### src/rtl/mandel_pixel_scheduler.sv
// Mandelbrot frame scheduler: walks the pixel grid column-major, dispatches jobs to N_ENG
// engines and arbitrates their results onto one framebuffer write port. Optional: MANDEL_SCHED_PERF_EN.
//   state   | meaning
//   S_IDLE  | waiting for start, frame parameters latched on start
//   S_RUN   | dispatching pixels and writing back results
//   S_DRAIN | all pixels dispatched, collecting outstanding results
module mandel_pixel_scheduler #(
  parameter int N_ENG = 4,
  parameter int N_BIT = 25,
  parameter int PX_W  = 9,
  parameter int PY_W  = 8
) (
  input  logic                 clk,
  input  logic                 rst,
  input  logic                 start,
  input  logic [PX_W-1:0]      pix_x_max,
  input  logic [PY_W-1:0]      pix_y_max,
  input  logic [N_BIT-1:0]     cxs,
  input  logic [N_BIT-1:0]     cys,
  input  logic [N_BIT-1:0]     dcx,
  input  logic [N_BIT-1:0]     dcy,
  output logic                 busy,
  output logic                 done,
  input  logic [N_ENG-1:0]     eng_idle,
  output logic [N_ENG-1:0]     eng_start,
  output logic [N_BIT-1:0]     eng_cx,
  output logic [N_BIT-1:0]     eng_cy,
  input  logic [N_ENG-1:0]     res_valid,
  input  logic [3*N_ENG-1:0]   res_color,
  output logic [N_ENG-1:0]     res_ack,
  output logic [PX_W-1:0]      wx,
  output logic [PY_W-1:0]      wy,
  output logic [2:0]           wd,
  output logic                 we
`ifdef MANDEL_SCHED_PERF_EN
  ,
  output logic [31:0]          perf_cycles,
  output logic [31:0]          perf_stall
`endif
);

  localparam int PTR_W = (N_ENG > 1) ? $clog2(N_ENG) : 1;

  typedef enum logic [1:0] {S_IDLE, S_RUN, S_DRAIN} state_t;

  state_t            state_q, state_d;
  logic [PX_W-1:0]   x_max_q, x_max_d, px_q, px_d, wx_q, wx_d;
  logic [PY_W-1:0]   y_max_q, y_max_d, py_q, py_d, wy_q, wy_d;
  logic [N_BIT-1:0]  cxs_q, cxs_d, cys_q, cys_d, dcx_q, dcx_d, dcy_q, dcy_d;
  logic [N_BIT-1:0]  cx_q, cx_d, cy_q, cy_d;
  logic [N_ENG-1:0]  pending_q, pending_d, free;
  logic [PX_W-1:0]   tag_x_q [N_ENG];
  logic [PX_W-1:0]   tag_x_d [N_ENG];
  logic [PY_W-1:0]   tag_y_q [N_ENG];
  logic [PY_W-1:0]   tag_y_d [N_ENG];
  logic [PTR_W-1:0]  rr_q, rr_d;
  logic [2:0]        wd_q, wd_d;
  logic              we_q, we_d, done_q, done_d, gnt_any;
  int                gnt_idx;
`ifdef MANDEL_SCHED_PERF_EN
  logic [31:0]       perf_cycles_q, perf_cycles_d, perf_stall_q, perf_stall_d;
`endif

  always_ff @(posedge clk) begin
    if (rst) begin
      state_q   <= S_IDLE;
      x_max_q   <= '0;
      y_max_q   <= '0;
      cxs_q     <= '0;
      cys_q     <= '0;
      dcx_q     <= '0;
      dcy_q     <= '0;
      px_q      <= '0;
      py_q      <= '0;
      cx_q      <= '0;
      cy_q      <= '0;
      pending_q <= '0;
      rr_q      <= '0;
      wx_q      <= '0;
      wy_q      <= '0;
      wd_q      <= '0;
      we_q      <= 1'b0;
      done_q    <= 1'b0;
      for (int i = 0; i < N_ENG; i++) begin
        tag_x_q[i] <= '0;
        tag_y_q[i] <= '0;
      end
`ifdef MANDEL_SCHED_PERF_EN
      perf_cycles_q <= '0;
      perf_stall_q  <= '0;
`endif
    end else begin
      state_q   <= state_d;
      x_max_q   <= x_max_d;
      y_max_q   <= y_max_d;
      cxs_q     <= cxs_d;
      cys_q     <= cys_d;
      dcx_q     <= dcx_d;
      dcy_q     <= dcy_d;
      px_q      <= px_d;
      py_q      <= py_d;
      cx_q      <= cx_d;
      cy_q      <= cy_d;
      pending_q <= pending_d;
      rr_q      <= rr_d;
      wx_q      <= wx_d;
      wy_q      <= wy_d;
      wd_q      <= wd_d;
      we_q      <= we_d;
      done_q    <= done_d;
      for (int i = 0; i < N_ENG; i++) begin
        tag_x_q[i] <= tag_x_d[i];
        tag_y_q[i] <= tag_y_d[i];
      end
`ifdef MANDEL_SCHED_PERF_EN
      perf_cycles_q <= perf_cycles_d;
      perf_stall_q  <= perf_stall_d;
`endif
    end
  end

  always_comb begin
    state_d   = state_q;
    x_max_d   = x_max_q;
    y_max_d   = y_max_q;
    cxs_d     = cxs_q;
    cys_d     = cys_q;
    dcx_d     = dcx_q;
    dcy_d     = dcy_q;
    px_d      = px_q;
    py_d      = py_q;
    cx_d      = cx_q;
    cy_d      = cy_q;
    rr_d      = rr_q;
    wx_d      = wx_q;
    wy_d      = wy_q;
    wd_d      = wd_q;
    we_d      = 1'b0;
    done_d    = 1'b0;
    eng_start = '0;
    res_ack   = '0;
    gnt_any   = 1'b0;
    gnt_idx   = 0;
    tag_x_d   = tag_x_q;
    tag_y_d   = tag_y_q;
    free      = eng_idle & ~pending_q;
`ifdef MANDEL_SCHED_PERF_EN
    perf_cycles_d = perf_cycles_q;
    perf_stall_d  = perf_stall_q;
    if (state_q != S_IDLE) perf_cycles_d = perf_cycles_q + 32'd1;
    if (state_q == S_RUN && free == '0) perf_stall_d = perf_stall_q + 32'd1;
`endif

    case (state_q)
      S_IDLE: begin
        if (start) begin
          x_max_d = pix_x_max;
          y_max_d = pix_y_max;
          cxs_d   = cxs;
          cys_d   = cys;
          dcx_d   = dcx;
          dcy_d   = dcy;
          px_d    = '0;
          py_d    = '0;
          cx_d    = cxs;
          cy_d    = cys;
          state_d = S_RUN;
`ifdef MANDEL_SCHED_PERF_EN
          perf_cycles_d = '0;
          perf_stall_d  = '0;
`endif
        end
      end
      S_RUN: begin
        if (free != '0) begin
          // Lowest set bit of free selects the engine.
          eng_start = free & (~free + N_ENG'(1));
          for (int i = 0; i < N_ENG; i++) begin
            if (eng_start[i]) begin
              tag_x_d[i] = px_q;
              tag_y_d[i] = py_q;
            end
          end
          if (py_q == y_max_q) begin
            py_d = '0;
            cy_d = cys_q;
            px_d = px_q + PX_W'(1);
            cx_d = cx_q + dcx_q;
            if (px_q == x_max_q) state_d = S_DRAIN;
          end else begin
            py_d = py_q + PY_W'(1);
            cy_d = cy_q + dcy_q;
          end
        end
      end
      S_DRAIN: begin
        if (pending_q == '0 && !we_q) begin
          done_d  = 1'b1;
          state_d = S_IDLE;
        end
      end
      default: state_d = S_IDLE;
    endcase

    if (state_q != S_IDLE) begin
      for (int k = 0; k < N_ENG; k++) begin
        if (!gnt_any && res_valid[(int'(rr_q) + k) % N_ENG] && pending_q[(int'(rr_q) + k) % N_ENG]) begin
          gnt_any = 1'b1;
          gnt_idx = (int'(rr_q) + k) % N_ENG;
        end
      end
      if (gnt_any) begin
        res_ack[gnt_idx] = 1'b1;
        we_d = 1'b1;
        wx_d = tag_x_q[gnt_idx];
        wy_d = tag_y_q[gnt_idx];
        wd_d = res_color[3*gnt_idx +: 3];
        rr_d = PTR_W'((gnt_idx + 1) % N_ENG);
      end
    end

    pending_d = (pending_q | eng_start) & ~res_ack;
  end

  assign busy   = (state_q != S_IDLE);
  assign done   = done_q;
  assign eng_cx = cx_q;
  assign eng_cy = cy_q;
  assign wx     = wx_q;
  assign wy     = wy_q;
  assign wd     = wd_q;
  assign we     = we_q;
`ifdef MANDEL_SCHED_PERF_EN
  assign perf_cycles = perf_cycles_q;
  assign perf_stall  = perf_stall_q;
`endif

endmodule

### config.mk
export PLATFORM = sky130hd
export DESIGN_NAME = mandel_pixel_scheduler
export DESIGN_NICKNAME = d
export VERILOG_FILES = /design/src/rtl/mandel_pixel_scheduler.sv
export SDC_FILE = /design/constraint.sdc
export NUM_CORES = 1
export LEC_CHECK = 0
export CAP_MARGIN = 10
export CORE_ASPECT_RATIO = 1.4
export CORE_MARGIN = 3
export CORE_UTILIZATION = 45
export CTS_BUF_LIST = sky130_fd_sc_hd__clkbuf_8
export CTS_CLUSTER_DIAMETER = 120
export DETAILED_ROUTE_END_ITERATION = 10
export MAX_ROUTING_LAYER = met4
export PLACE_DENSITY = 0.69
export SYNTH_ARGS = -nofsm -noshare
export SYNTH_HDL_FRONTEND = slang
export SYNTH_SLANG_ARGS = --single-unit
### constraint.sdc
create_clock -name clk -period 6.34 [get_ports clk]
set_input_delay 1.902 -clock clk [delete_from_list [all_inputs] [get_ports clk]]
set_output_delay 1.902 -clock clk [all_outputs]
set_load 0.02 [all_outputs]
* After elaboration in Yosys (flattened, before gate mapping)
Index checks and enable logic that the tools add are counted.
W data, S select, Z words.
** Word-level totals
- Flip-flop bits (word level) :: 257
- Bits of input ports :: 140
- Output and inout bits :: 81
- Logic and storage cells :: 168
** Cells by class
- Add/sub/neg operators :: 9
- Multiply operators :: 1
- Magnitude comparators :: 7
- Equal/unequal tests :: 9
- Shift operators :: 1
- Mux-type cells :: 71
- Bitwise logic cells :: 13
- Reduce and logical (&&, ||, !) cells :: 32
** Operators with widths (number)
- $mux W25 :: 6
- $mux W32 :: 4
- $pmux W25 S2 :: 2
- $add A25 B25 Y25 :: 2
- $mux W9 :: 5
- $mux W8 :: 5
- $ge A32 B1 Y1 const B :: 1
- $ge A32 B3 Y1 const B :: 1
- $lt A32 B4 Y1 const B :: 1
- $mul A3 B32 Y32 const A :: 1
- $not A32 Y32 :: 1
- $shiftx A12 B32 Y3 :: 1
- $mux W1 :: 25
- $bmux W9 S2 :: 1
- $pmux W9 S2 :: 1
- $bmux W1 S2 :: 8
- $bmux W8 S2 :: 1
- $mux W4 :: 4
- $pmux W8 S2 :: 1
- $reduce_and A3 Y1 :: 5
- $and A4 B4 Y4 :: 3
- $lt A3 B4 Y1 const B :: 3
- $mux W2 :: 6
- $not A4 Y4 :: 3
- other kinds (26) :: 52

* Depth between registers and ports, before layout
- Depth in word-level cells :: 28
- Gate-level depth with buffers :: 13
- Depth with buffers taken out :: 12

* Least setup slack after synthesis
No wires, ideal clock.
- Kind :: input -> output
- From :: input port res_valid[0]
- To :: output port res_ack[3]
- Data arrival time :: 3.652 ns
- Required time :: 4.438 ns
- Path slack :: 0.786 ns
- Stages :: 7
- Buffers on the path :: 1
- Path through :: and3b_1 -> a311o_1 -> a21o_1 -> clkinv_1 -> clkbuf_1 -> ha_1 -> and2_1
** On the way
- Cells in the longest elaborated chain, start to end :: 26
- Elaborated cells on any way between the ends :: 41
- Those cells by class :: 2 x order compare; 28 x mux; 11 x reduce/logical
** Ends and longest elaborated chain
- from (decl) :: RTL line 28 : input logic [N_ENG-1:0] res_valid,
- $bmux W1 S2 :: RTL line 207 : if (!gnt_any && res_valid[(int'(rr_q) + k) % N_ENG] && pending_q[(int'(rr_q) + k) % N_ENG]) begin
- $mux W1 (not written as such) :: RTL line 207
- $logic_and A1 B1 Y1 :: RTL line 207
- $mux W1 :: RTL line 207
- $mux W1 :: RTL line 205 : if (state_q != S_IDLE) begin
- $logic_not A1 Y1 :: RTL line 207
- $logic_and A1 B1 Y1 (2 in a row) :: RTL line 207
- $mux W1 :: RTL line 207
- [9 not listed]
- $mux W32 :: RTL line 207
- $mux W32 :: RTL line 205
- $ge A32 B1 Y1 (not written as such) or $lt A32 B4 Y1 (tied branches) :: RTL line 213 : res_ack[gnt_idx] = 1'b1;
- $logic_and A1 B1 Y1 (not written as such) :: RTL line 213
- $mux W1 (not written as such) :: RTL line 213
- $demux W1 S2 :: RTL line 213
- $mux W4 (*) :: RTL line 212 : if (gnt_any) begin
- $mux W4 (*) :: RTL line 205
- to (decl) :: RTL line 30 : output logic [N_ENG-1:0] res_ack,
Mark *: on every way between the ends. The rest lies on a longest branch, timed or not. The select of a mux whose other input is x is not followed.

* Worst setup path in the final report
- From :: input port res_valid[1]
- To :: output port res_ack[3]
The elaborated chain is that of the path after synthesis.

==> reports/qor.txt <==
Internal: 3.189 mW
capturing point of the worst reg2reg path: eng_cx[17]
WS Path Type: input pin to output pin
Synth area leaders: dfxtp_1 (40%), nand2_1 (14%), a21oi_1 (9.6%), ha_1 (5.0%), nor2_1 (3.5%)
critical path endpoint category: output pin
DRC viols: 0
GR Util met3: 5.416%
Worst Tran Pin Value: 1.030 ns
H-tree Lvls: 2
Top delay family on crit path: buffers and inverters
share of flip-flops with an asynchronous set or reset: 0%
Post-Synth Simple-Gate Area: 24.40%
CP Cell Sequence: clkdlybuf4s50_1, nand2_1, a311o_1, a21o_1, clkinv_1, ha_1, and2_1, clkdlybuf4s50_1
Fin. Hold Viols: 0
IO Pins: 221
Synth Area in XOR/XNOR: 4.320%
crit path time final: 5.964 ns
share of post-route cells with drive strength above 1: 5.665%
fillers: 2669
Post-layout nets: 2092
CP peak stage delay: 0.60 ns
met1 usage: 29.01%
Core Rows: 72
global-route wire length before repair: 62.77 mm
yosys warns: 0
# resized after CTS: 0
CP startpoint: res_valid[1]
WHS: 0.4539 ns
Max Cap Viol: 0
leakage dissipation: 6.210 nW
gr usage total: 25.91%
Sw Share: 35.86%
Most Crowded Layer GR: met2
Mapped Area: 12970 um^2
Mapped Cells: 1724
Relative slew margins: 31.33%
largest net degree at the start of global routing: 159
met2 usage in global routing: 45.37%
Slowest-stage cell, CP: clkdlybuf4s50_1
Cells after DPL: 2224
Clock transition at path regs: 0.06 ns
Bufs on Longest Clock Path: 3
end point of the critical path: res_ack[3]
postcts setup bufs: 0
worst r2r src: py_q[3]
syn_area_per_cell: 7.526 um^2
syn_nets: 1918
Synth Area in Compound Gates: 21.35%
period utilization: 94.08%
Antenna Nets Post-Route: 0
final worst slack: 0.3756 ns
RSZ-0062 raised after global routing: no
DR iter-0 viols: 591
synth cell count leaders: nand2_1 (482), dfxtp_1 (257), a21oi_1 (250), nor2_1 (121), clkbuf_1 (110)
Post-synth EDFFs: 0
Via density: 5.490
Yosys top cell area share: 39.65%
count of cell types in the netlist: 72
CP Max Fanout: 4
Clk pwr share: 28.7%
Clock Tree Root: clkbuf_8
final cell count without fillers: 2296
number of global-route vias before repair: 12.15k
CTS Hold Bufs: 0
Port Buf Inserts: 220
Max VDD drop: 0.1748 mV
Cell Pwr Density: 306.1 nW/um^2
setup tns final: 0 ns
DR pass1 iterations: 5
synthesized flop and latch total: 257
combinational fraction of design power: 32.7%
initial core utilization: 46.31%
via count: 12.61k
Data required, critical path: 4.44 ns
die height: 206.9 um
Worst path depth: 8
final setup skew: 0.02038 ns
CTS Sinks: 257
initial antenna violation count: 2
R2R depth: 8
Buf+Inv Stages, Crit Path: 3
DP HPWL: 27.33 mm
Post-Synth Adder-Cell Area: 5.323%
worst skew pair latency: 0.57 ns
fmax: 167.7 MHz
status: finished clean
register share of total power: 38.5%
final slew viol count: 0
overflow left after global routing: 0
largest family of logic cells by synthesized area: simple AND/OR/NAND/NOR gates
Die ar.: 30940 um^2
TritonCTS buffer count: 42
setup violators final: 0
Setup WS pre-CTS: 0.4125 ns
sequential fraction of the synthesis area: 39.65%
Top FF cell, synth: dfxtp_1
crit start category: input pin
routed length per instance: 17.42 um
layout overhead on the synthesized area: 25.20%
RePlAce Congestion: 0.9198
area leader, netlist: dfxtp_1
setup slack, reg-to-reg: 2.37 ns
P_sw: 1.783 mW
core box area: 28020 um^2
Worst EP arrival: 4.06 ns
top-count cell post-synth: nand2_1
die width: 149.5 um
CTS tree: yes
final WL: 40.00 mm
hold crit path type: register to register
cell mode on critical path: clkdlybuf4s50_1
mux contribution to synthesized area: 0.9065%
==> per-stage QoR <==
stage               power [mW]  util, %  instance area, um^2
floorplan                2.955        -                12970
global placement         3.550    55.07                15430
detailed placement       3.573    55.07                15430
CTS                      5.017    57.96                16240
global route             5.255    57.98                16240
finish                   4.972    57.98                16240
==> power groups by stage <==
stage | Sequential [mW] | Clock [mW] | Combinational [mW]
global route | 1.93 | 1.54 | 1.79
global placement | 1.95 | 0 | 1.60
floorplan | 2.01 | 0 | 0.948
finish | 1.91 | 1.43 | 1.63
detailed placement | 1.95 | 0 | 1.62
CTS | 1.92 | 1.47 | 1.63
==> area by class of cell <==
type	instances	area [um^2]	share of cell area (%)
clock inverter	22	148.9	0.9166
tap	370	462.9	2.850
timing repair buffer	248	2416	14.87
multi-input combinational	1328	7327	45.11
inverter	21	78.83	0.4853
antenna	2	5.005	0.03081
sequential	257	5145	31.67
clock buffer	48	660.6	4.067
==> flip-flops by register name, indices dropped and copies added (netlist names) <==
register,count
tag_x_q,36
pending_q,4
done,1
tag_y_q,32
y_max_q,8
py_q,8
cys_q,25
state_q,2
dcy_q,25
wy,8
eng_cy,25
eng_cx,25
wx,9
rr_q,2
wd,3
px_q,9
dcx_q,25
x_max_q,9
we,1
==> kinds of logic (layout without fill, tap and decap cells) <==
logic type / after synthesis / in the layout
AOI/OAI and AO/OA: 448 / 448
muxes: 8 / 8
adders and majority gates: 54 / 54
other: 0 / 2
and+or+nand+nor: 754 / 754
DFF: 257 / 257
buffers and inverters: 139 / 339
xor gates and xnor gates: 64 / 64
==> worst reg2reg max path: cells and delay by family (launching register included) <==
| kind | cells | cell delay, ns |
|---|---|---|
| AOI/OAI and AO/OA | 1 | 0.52 |
| buffers and inverters | 1 | 0.35 |
| DFF | 1 | 0.56 |
| xor gates and xnor gates | 1 | 0.14 |
| and+or+nand+nor | 5 | 2.27 |
==> worst min path at each step <==
stage | start | to | depth (start not counted)
finish | cys_q[8] | cys_q[8] | 2
CTS | tag_x_q[6] | tag_x_q[6] | 2
global route | tag_x_q[11] | tag_x_q[11] | 2
detailed placement | tag_x_q[11] | tag_x_q[11] | 2
global placement | cys_q[18] | cys_q[18] | 2
floorplan | cys_q[11] | cys_q[11] | 2
==> placed cells by master, fill, tap and decap left out, types with 4 or more instances in the layout <==
master,n
nand2_1,481
dfxtp_1,257
a21oi_1,250
clkdlybuf4s50_1,219
nor2_1,120
ha_1,52
clkbuf_8,49
o21ai_0,43
xor2_1,38
nor3_1,35
inv_1,32
a311oi_1,30
and3_1,29
buf_4,28
nand3_1,27
xnor2_1,26
a211oi_1,25
a21o_1,21
a31oi_1,11
o211ai_1,10
or3_1,9
nand2b_1,8
nand4_1,8
o21a_1,7
nor2b_1,6
o21bai_1,6
and2_1,5
clkinv_1,5
mux2i_1,5
o31ai_1,5
or4_1,4
nor4_1,4
o22ai_1,4
==> routing by layer <==
metal,vias to the layer above,part of all wire (%)
met4,0,3.1
met2,380,51
met1,5871,40
met3,82,6.3
met5,-,0
li1,6273,-
No activity file was read; power rests on OpenSTA's default activity.
